File: src/rtl/parallel2serial.sv
// Parallel-to-serial transmitter: accepts WIDTH-bit words over valid/ready and
// emits them one bit per clock, with a one-word hold buffer for gapless streaming.
module parallel2serial #(
  parameter int WIDTH     = 8,
  parameter bit MSB_FIRST = 1'b1
) (
  input  logic             clk,
  input  logic             rst,
  input  logic [WIDTH-1:0] din_parallel,
  input  logic             din_valid,
  output logic             din_ready,
  output logic             dout_serial,
  output logic             dout_valid,
  output logic             dout_last
);

  localparam int CW = $clog2(WIDTH);
  localparam logic [CW-1:0] CNT_LAST = CW'(WIDTH - 1);
  localparam logic [CW-1:0] CNT_ZERO = CW'(0);
  localparam logic [CW-1:0] CNT_ONE  = CW'(1);

  typedef enum logic {
    IDLE  = 1'b0,
    SHIFT = 1'b1
  } state_t;

  state_t           state_r, state_s;
  logic [WIDTH-1:0] sreg_r, sreg_s;
  logic [CW-1:0]    cnt_r, cnt_s;
  logic [WIDTH-1:0] hold_data_r, hold_data_s;
  logic             hold_valid_r, hold_valid_s;
  logic             last_r, last_s;
  logic             acc_s;

  // Move the shifter one position toward the output end, zero-filling behind.
  function automatic logic [WIDTH-1:0] shift_out(input logic [WIDTH-1:0] v);
    if (MSB_FIRST) begin
      return {v[WIDTH-2:0], 1'b0};
    end else begin
      return {1'b0, v[WIDTH-1:1]};
    end
  endfunction

  assign acc_s = din_valid && !hold_valid_r;

  // Next-state, shifter, counter and hold-buffer update.
  always_comb begin
    state_s      = state_r;
    sreg_s       = sreg_r;
    cnt_s        = cnt_r;
    hold_data_s  = hold_data_r;
    hold_valid_s = hold_valid_r;
    case (state_r)
      IDLE: begin
        if (acc_s) begin
          sreg_s  = din_parallel;
          cnt_s   = CNT_ZERO;
          state_s = SHIFT;
        end else begin
          state_s = IDLE;
        end
      end
      SHIFT: begin
        if (cnt_r != CNT_LAST) begin
          sreg_s = shift_out(sreg_r);
          cnt_s  = cnt_r + CNT_ONE;
          if (acc_s) begin
            hold_data_s  = din_parallel;
            hold_valid_s = 1'b1;
          end else begin
            hold_valid_s = hold_valid_r;
          end
        end else if (hold_valid_r) begin
          sreg_s       = hold_data_r;
          cnt_s        = CNT_ZERO;
          hold_valid_s = 1'b0;
        end else if (acc_s) begin
          sreg_s = din_parallel;
          cnt_s  = CNT_ZERO;
        end else begin
          // Clearing the shifter keeps dout_serial at 0 while idle.
          sreg_s  = {WIDTH{1'b0}};
          cnt_s   = CNT_ZERO;
          state_s = IDLE;
        end
      end
      default: begin
        state_s      = IDLE;
        sreg_s       = {WIDTH{1'b0}};
        cnt_s        = CNT_ZERO;
        hold_valid_s = 1'b0;
      end
    endcase
    last_s = (state_s == SHIFT) && (cnt_s == CNT_LAST);
  end

  // State registers with synchronous reset.
  always_ff @(posedge clk) begin
    if (rst) begin
      state_r      <= IDLE;
      sreg_r       <= {WIDTH{1'b0}};
      cnt_r        <= CNT_ZERO;
      hold_data_r  <= {WIDTH{1'b0}};
      hold_valid_r <= 1'b0;
      last_r       <= 1'b0;
    end else begin
      state_r      <= state_s;
      sreg_r       <= sreg_s;
      cnt_r        <= cnt_s;
      hold_data_r  <= hold_data_s;
      hold_valid_r <= hold_valid_s;
      last_r       <= last_s;
    end
  end

  assign dout_serial = MSB_FIRST ? sreg_r[WIDTH-1] : sreg_r[0];
  assign dout_valid  = (state_r == SHIFT);
  assign dout_last   = last_r;
  assign din_ready   = !hold_valid_r;

endmodule

File: config.mk
export PLATFORM = sky130hd
export DESIGN_NAME = parallel2serial
export DESIGN_NICKNAME = d
export VERILOG_FILES = /design/src/rtl/parallel2serial.sv
export SDC_FILE = /design/constraint.sdc
export NUM_CORES = 1
export LEC_CHECK = 0
export CAP_MARGIN = 10
export CELL_PAD_IN_SITES_DETAIL_PLACEMENT = 0
export CELL_PAD_IN_SITES_GLOBAL_PLACEMENT = 1
export CORE_MARGIN = 4
export CORE_UTILIZATION = 36
export DETAILED_ROUTE_END_ITERATION = 6
export GPL_TIMING_DRIVEN = 1
export PLACE_DENSITY_LB_ADDON = 0.3
export SYNTH_ARGS = -nofsm -noshare
export SYNTH_HDL_FRONTEND = slang
export SYNTH_SLANG_ARGS = --single-unit
File: constraint.sdc
create_clock -name clk -period 1.7 [get_ports clk]
set_clock_uncertainty 0.2 [all_clocks]
set_input_delay 0.255 -clock clk [delete_from_list [all_inputs] [get_ports clk]]
set_output_delay 0.255 -clock clk [all_outputs]
set_load 0.01 [all_outputs]
# After elaboration in Yosys (flattened, before gate mapping)
# Index checks and enable logic that the tools add are counted.
# totals
mem_count	0
ramBits	0
word_cells	31
rom_bits	0
latch_bits	0
out_inout_bits	4
reg_bits	22
# op_classes
n_shift	0
n_eq_ne	4
addsub	1
n_bitwise	1
n_mul	0
n_reduce_logical	5
muxes	14
n_lt_le_gt_ge	0
n_div	0
# ops
operator	count
$mux W8	4
$pmux W8 S2	1
$mux W3	2
$pmux W3 S2	1
$mux W1	5
$ne A2 B2 Y1 const B	2
$add A3 B1 Y3 const B	1
$eq A3 B3 Y1 const B	1
$ne A3 B3 Y1 const B	1
$reduce_and A3 Y1	1
$logic_and A1 B1 Y1	2
$pmux W1 S2	1
$reduce_and A2 Y1	1
$logic_not A1 Y1	1
$not A1 Y1	1

# Depth between registers and ports, before layout
# Gate-level depths: netlist of the first run.
# logic_depth
ltp_word	7
ltp_mapped	6
depth_no_buf	5

# Worst setup path after synthesis of the first run
# Ideal clock, no wire load.
# synth_path
kind	reg2reg
startpoint	register cnt_r[0]
endpoint	register hold_data_r[0]
path_stages_with_launch	7
setup_slack_ps	-16
arrival_ps	1399
cell_sequence	dfxtp_1 -> ha_1 -> ha_1 -> and4bb_1 -> buf_4 -> mux2i_1 -> nor2_1
# synth_between
elab_chain_len	2
# synth_rtl
element	line_no	text
from (decl)	29	logic [CW-1:0] cnt_r, cnt_s;
from (signal assigned)	109	cnt_r <= cnt_s;
$ne A3 B3 Y1	64	if (cnt_r != CNT_LAST) begin
$reduce_and A3 Y1 (no line)	-	
to (signal assigned)	103	hold_data_r <= {WIDTH{1'b0}};
to (signal assigned)	110	hold_data_r <= hold_data_s;
to (decl)	30	logic [WIDTH-1:0] hold_data_r, hold_data_s;
# No other way between the ends.
# A chain may end at the register's enable or synchronous reset.

# Final worst setup path of the first run
# layout_path
startpoint	register cnt_r[0]
endpoint	register hold_data_r[4]
# The elaborated chain is that of the path after synthesis.

==> summary.txt, run 1 <==
Status -> complete, but fails checks
Failing checks -> setup timing
Largest net degree at the start of global routing -> 13
Final WL -> 2.62 mm
FP Rows -> 19
Crit-path slowest cell -> dfxtp_2
Worst Hold Class -> flop to flop
GRT busiest layer -> met2
Syn avg cell area -> 9.35 um^2
Count of cell types in the netlist -> 28
Final antenna-violating net count -> 0
GR met3 Demand/Resource -> 3.24%
Final critical-path share of the clock period -> 100%
Slew margin rel. -> 76.2%
Worst path arrival time -> 1.73 ns
Pre-antenna DRT Iters -> 4
WHS -> 0.318 ns
Via count -> 965
Detailed Route Iter0 Violations -> 27
Seq/Total Area, Yosys -> 41.0%
CP Class -> flop to flop
Vias in the first global route -> 1017
CP startpoint -> cnt_r[0]$_SDFF_PP0_
# DRC -> 0
Power per Cell Area -> 732 mW/mm^2
Leakage -> 0.546 nW
Final worst setup slack -> -0.00433 ns
Hold Crit Start -> hold_data_r[7]$_SDFFE_PP0P_
Min cycle time layout -> 1.70 ns
Inst Count DP -> 168
Peak VDD IR -> 0.491 mV
WL/cell -> 14.9 um
RSZ-0062 raised after global routing -> yes
Fin nets -> 159
Grt ovf -> 0
Worst setup SP type -> flop
Routability Congestion -> 0.782
Core footprint -> 0.00281 mm^2
CTS clk-pin slew, worst paths -> 0.13 ns
Final-layout fill cell count -> 250
Initial core utilization -> 38.3%
Maxcap violations -> 0
Clk_lat worst skew -> 0.31 ns
Die H -> 62.6 um
Met2 usage -> 23.8%
Initial antenna violation count -> 0
Syn_nets -> 128
Post-CTS Hold Buffers -> 0
Most repeated library cell on the critical path -> ha_4
Global router's overall resource usage -> 13.9%
Non-filler cells, final -> 176
Slowest cell delay on critical path -> 0.36 ns
CP required -> 1.73 ns
Fraction of layout cells with a size suffix above 1 -> 28.3%
I/O pins -> 15
Detailed placement HPWL -> 1.90 mm
Hold Fails Final Rpt -> 0
H-tree levels -> 1
Hold path cells -> 2
Global-route wire length before repair -> 4.46 mm
Seq. cell area -> 450 um^2
Max Freq -> 587 MHz
Worst R2R Setup Slack -> -0.004 ns
M1 GR Usage -> 17.3%
Syn-to-layout area delta -> 36.9%
CTS max path bufs -> 2
CTS tree -> done
# clock sinks -> 22
Port Buffers -> 14
Synth Cell Area -> 0.00107 mm^2
Die X -> 62.6 um
Vias per Instance -> 5.48
Diodes inserted -> 0
Syn Inst Count -> 115
End of the worst register-to-register path -> hold_data_r[4]$_SDFFE_PP0P_
Hold Path End -> hold_data_r[7]$_SDFFE_PP0P_
Core Util, Final -> 52.5%
Worst slack at placement -> -0.157 ns
Crit path max-delay family -> simple AND/OR/NAND/NOR gates
CP cell instances -> ha_4 > ha_4 > and4bb_2 > buf_6 > mux2i_1 > nor2_1
Multi-input logic area -> 632 um^2
Final instance area -> 0.00147 mm^2
Final-report setup violation count -> 1
Slew @ Worst Pin -> 0.356 ns
Buf/Inv on CP -> 1
Placed Instance Area -> 0.00133 mm^2
Worst reg2reg path startpoint -> cnt_r[0]$_SDFF_PP0_
Most frequent cells in the layout -> dfxtp_1 (18), buf_4 (18), clkdlybuf4s50_1 (12)
FF+latch count, synth -> 22
Critical path peak fanout -> 4
Worst reg2reg path depth -> 6
TritonCTS Buffers -> 3
Slew Viols, Final -> 0
Die area -> 0.00392 mm^2
Worst Setup End Kind -> flop
Clock root buffer -> clkbuf_4
Synth warnings -> 0
==> cells in the mapped netlist <==
| master | n | area [um^2] |
|---|---|---|
| a21oi_1 | 4 | 20.0 |
| a22oi_1 | 1 | 7.51 |
| a221o_1 | 7 | 70.1 |
| nor3b_1 | 4 | 30.0 |
| mux2i_1 | 9 | 90.1 |
| and4bb_1 | 1 | 12.5 |
| nor4b_1 | 3 | 26.3 |
| inv_1 | 2 | 7.51 |
| nand3_1 | 9 | 45.0 |
| nor2_1 | 10 | 37.5 |
| nor2b_2 | 1 | 8.76 |
| nand2b_1 | 2 | 12.5 |
| ha_1 | 2 | 25.0 |
| o21ai_0 | 6 | 30.0 |
| dfxtp_1 | 22 | 440 |
| nor2_2 | 1 | 6.26 |
| nor2b_1 | 4 | 25.0 |
| a211oi_1 | 2 | 15.0 |
| buf_4 | 5 | 37.5 |
| and2b_4 | 1 | 10.0 |
| nand2_1 | 8 | 30.0 |
| nand3b_1 | 2 | 15.0 |
| a31oi_1 | 1 | 6.26 |
| or2b_1 | 1 | 7.51 |
| a2111oi_2 | 1 | 15.0 |
| o32ai_2 | 1 | 16.3 |
| buf_2 | 4 | 20.0 |
| a21o_1 | 1 | 7.51 |
==> cell families after synthesis <==
logic type | Yosys count | share of synthesized area (%)
AOI/OAI and AO/OA | 24 | 17.5
adders and majority gates | 2 | 2.33
buffers and inverters | 11 | 6.05
DFF | 22 | 41.0
muxes | 9 | 8.38
and+or+nand+nor | 47 | 24.8
==> what timing repair did <==
| item | in CTS | in global routing |
|---|---|---|
| resized for setup | 13 | 9 |
| pin swaps | 1 | 3 |
| setup endpoints to repair | 10 | 16 |
| buffers inserted | 2 | 2 |
==> power by group <==
| group | internal (mW) | switching [mW] | total, mW | leakage (nW) |
|---|---|---|---|---|
| clock network | 0.131 | 0.166 | 0.297 | 0.0210 |
| logic | 0.115 | 0.103 | 0.218 | 0.343 |
| registers | 0.544 | 0.0185 | 0.562 | 0.182 |
==> per-layer routing <==
layer,routed length [um],share of wire (%)
met1,1220,47
met2,1300,49
met3,81,3.1
met4,20,0.76
met5,0,0
==> worst register-to-register path: cells and delay by family, from the launching register on <==
family	cells	cell delay, ns
fa+ha+maj	2	0.32
buf+inv	1	0.14
flops	1	0.36
simple gates	2	0.40
mux	1	0.20
==> per-stage QoR <==
| stage | power (mW) | setup TNS (ns) |
|---|---|---|
| after floorplan | 0.688 | 0 |
| after global placement | 0.769 | -0.944 |
| after detailed placement | 0.773 | -1.65 |
| after CTS | 1.06 | 0 |
| after global routing | 1.12 | -0.489 |
| final | 1.08 | -0.00433 |
==> flip-flops by register name, summed over array words and instances (netlist names) <==
signal / count
hold_data_r: 8
sreg_r: 8
cnt_r: 3
dout_last: 1
dout_valid: 1
hold_valid_r: 1
==> worst max path at each step <==
stage	to	depth (start not counted)
finish	hold_data_r[4]$_SDFFE_PP0P_	6
global route	hold_data_r[1]$_SDFFE_PP0P_	6
CTS	hold_data_r[4]$_SDFFE_PP0P_	6
detailed placement	hold_data_r[4]$_SDFFE_PP0P_	5
global placement	dout_last$_SDFF_PP0_	4
floorplan	hold_data_r[0]$_SDFFE_PP0P_	6
==> area by class of cell <==
type	count	share of cell area, %
repair buffers	35	20.8
multi-input cells	82	42.9
clock buffers	4	2.47
inverters	2	0.510
flip-flops and latches	22	30.6
well taps	31	2.64
(Power assumes the default switching activity.)
==> run 2: changes to the inputs <==
- SETUP_SLACK_MARGIN: unset -> 0.05
==> run 2 against run 1 <==
Net effect:
- the run now ends clean
- via count down 6.3%
- critical path type unchanged
- largest cell class unchanged
- clock-buffer cell count stayed put
- die area unchanged
==> summary.txt, run 2 (synthesis gave the netlist of run 1 again) <==
Status -> complete, no violations
CTS tree -> done
Largest regs -> hold_data_r x8, sreg_r x8, cnt_r x3
Max Freq -> 592 MHz
Vias in the first global route -> 927
Detailed placement HPWL -> 1.75 mm
Diodes inserted -> 0
Combinational power share -> 19.4%
Via count -> 904
Slew margin rel. -> 79.9%
Post-CTS Hold Buffers -> 0
Port Buffers -> 14
RSZ-0062 raised after global routing -> yes
Vias per Instance -> 5.26
Die X -> 62.6 um
FP Rows -> 19
Multi-input logic area -> 614 um^2
Most repeated library cell on the critical path -> ha_4
Inst Count DP -> 166
Buf/Inv on CP -> 1
# clock sinks -> 22
WL/cell -> 13.9 um
Leakage -> 0.550 nW
Grt ovf -> 0
Hold Crit Start -> hold_data_r[1]$_SDFFE_PP0P_
Global-route wire length before repair -> 4.22 mm
Peak VDD IR -> 0.514 mV
Slew @ Worst Pin -> 0.297 ns
Worst reg2reg path depth -> 6
Worst path arrival time -> 1.71 ns
Final-report setup violation count -> 0
Switching part of the total -> 26.1%
CTS max path bufs -> 2
Power Internal -> 0.784 mW
Final antenna-violating net count -> 0
Final instance area -> 0.00143 mm^2
Most frequent cells in the layout -> dfxtp_1 (18), buf_4 (15), clkdlybuf4s50_1 (10)
Slowest cell delay on critical path -> 0.36 ns
Routability Congestion -> 0.814
Final-layout fill cell count -> 278
Hold Path End -> hold_data_r[1]$_SDFFE_PP0P_
WHS -> 0.309 ns
Worst R2R Setup Slack -> 0.01 ns
CP cell instances -> ha_4 > ha_4 > and4bb_2 > buf_12 > mux2i_1 > nor2_1
End of the worst register-to-register path -> hold_data_r[5]$_SDFFE_PP0P_
Detailed Route Iter0 Violations -> 27
# DRC -> 0
Slew Viols, Final -> 0
Final critical-path share of the clock period -> 99.4%
Die H -> 62.6 um
Clock power frac -> 27.6%
Worst setup SP type -> flop
TritonCTS Buffers -> 3
CP required -> 1.72 ns
Seq. cell area -> 448 um^2
Initial antenna violation count -> 0
Final WL -> 2.39 mm
Core Util, Final -> 50.9%
Non-filler cells, final -> 172
Pre-antenna DRT Iters -> 4
Maxcap violations -> 0
Switch Pwr -> 0.277 mW
Worst Hold Class -> flop to flop
Worst slack at placement -> -0.105 ns
H-tree levels -> 1
Critical path peak fanout -> 7
Syn-to-layout area delta -> 32.8%
Worst Setup End Kind -> flop
Largest net degree at the start of global routing -> 15
Fin nets -> 155
Global router's overall resource usage -> 13.3%
Hold Fails Final Rpt -> 0
Clock root buffer -> clkbuf_4
Initial core utilization -> 38.3%
Share of power burned in registers -> 53.0%
Core footprint -> 0.00281 mm^2
Worst reg2reg path startpoint -> cnt_r[0]$_SDFF_PP0_
Die area -> 0.00392 mm^2
Hold path cells -> 2
I/O pins -> 15
Power per Cell Area -> 743 mW/mm^2
Final worst setup slack -> 0.0109 ns
Crit path max-delay family -> simple AND/OR/NAND/NOR gates
Min cycle time layout -> 1.69 ns
Fraction of layout cells with a size suffix above 1 -> 24.8%
Clk_lat worst skew -> 0.31 ns
CTS clk-pin slew, worst paths -> 0.12 ns
Commonest non-fill, non-tap cell in the layout -> dfxtp_1
Placed Instance Area -> 0.00132 mm^2
Crit-path slowest cell -> dfxtp_2
CP Class -> flop to flop
[run 2: changes by cell type in the layout (fill, tap and decap cells not counted), sizes merged]
| cell | before | now |
|---|---|---|
| dlymetal6s2s | 0 | 1 |
| dlygate4sd2 | 2 | 3 |
| clkdlybuf4s50 | 12 | 10 |
| buf | 21 | 17 |
[run 2: metal layers]
metal | vias up | part of all wire [%] | GRT usage [%]
met5 | - | 0 | 0
met4 | 0 | 0.71 | 2.48
met3 | 2 | 3.5 | 3.42
met2 | 16 | 46 | 21.6
met1 | 419 | 50 | 17.8
li1 | 467 | - | -
[run 2: cell type report]
class                           instances  share of cell area (%)
Timing Repair Buffer                   31                    19.8
Tap cell                               31                    2.72
Inverter                                2                   0.526
Multi-Input combinational cell         82                    43.0
Sequential cell                        22                    31.4
Clock buffer                            4                    2.54
[run 2: what timing repair did]
item | in CTS | in global routing
endpoints found under the setup margin | 15 | 17
gates resized for setup | 16 | 3
cloned | 0 | 0
pin swaps | 1 | 3
buffers inserted | 2 | 0
[run 2: power groups by stage]
stage | Clock [mW] | Combinational [mW] | Sequential [mW]
detailed placement | 0 | 0.200 | 0.572
floorplan | 0 | 0.123 | 0.566
global route | 0.327 | 0.225 | 0.568
global placement | 0 | 0.198 | 0.571
CTS | 0.303 | 0.205 | 0.563
finish | 0.293 | 0.206 | 0.562
[run 2: tightest hold or removal path, delay by kind of cell (launching register included)]
kind / cells / cell delay, ns
flops: 1 / 0.35
mux: 1 / 0.06
simple gates: 1 / 0.07
[run 2: worst max-delay path by stage]
stage | cells after the start | slack, ns | start | endpoint
after floorplan | 5 | 0.06 | cnt_r[0]$_SDFF_PP0_ | sreg_r[1]$_SDFFE_PP0P_
after global placement | 4 | -0.05 | din_valid | dout_last$_SDFF_PP0_
after detailed placement | 4 | -0.10 | din_valid | dout_last$_SDFF_PP0_
after CTS | 6 | 0.01 | cnt_r[0]$_SDFF_PP0_ | hold_data_r[5]$_SDFFE_PP0P_
after global routing | 6 | -0.05 | cnt_r[0]$_SDFF_PP0_ | hold_data_r[7]$_SDFFE_PP0P_
final | 6 | 0.01 | cnt_r[0]$_SDFF_PP0_ | hold_data_r[5]$_SDFFE_PP0P_
[run 2: stage by stage]
stage	total power, mW	setup TNS, ns
after floorplan	0.689	0
after global placement	0.770	-0.326
after detailed placement	0.772	-0.995
after CTS	1.07	0
after global routing	1.12	-0.211
final	1.06	0
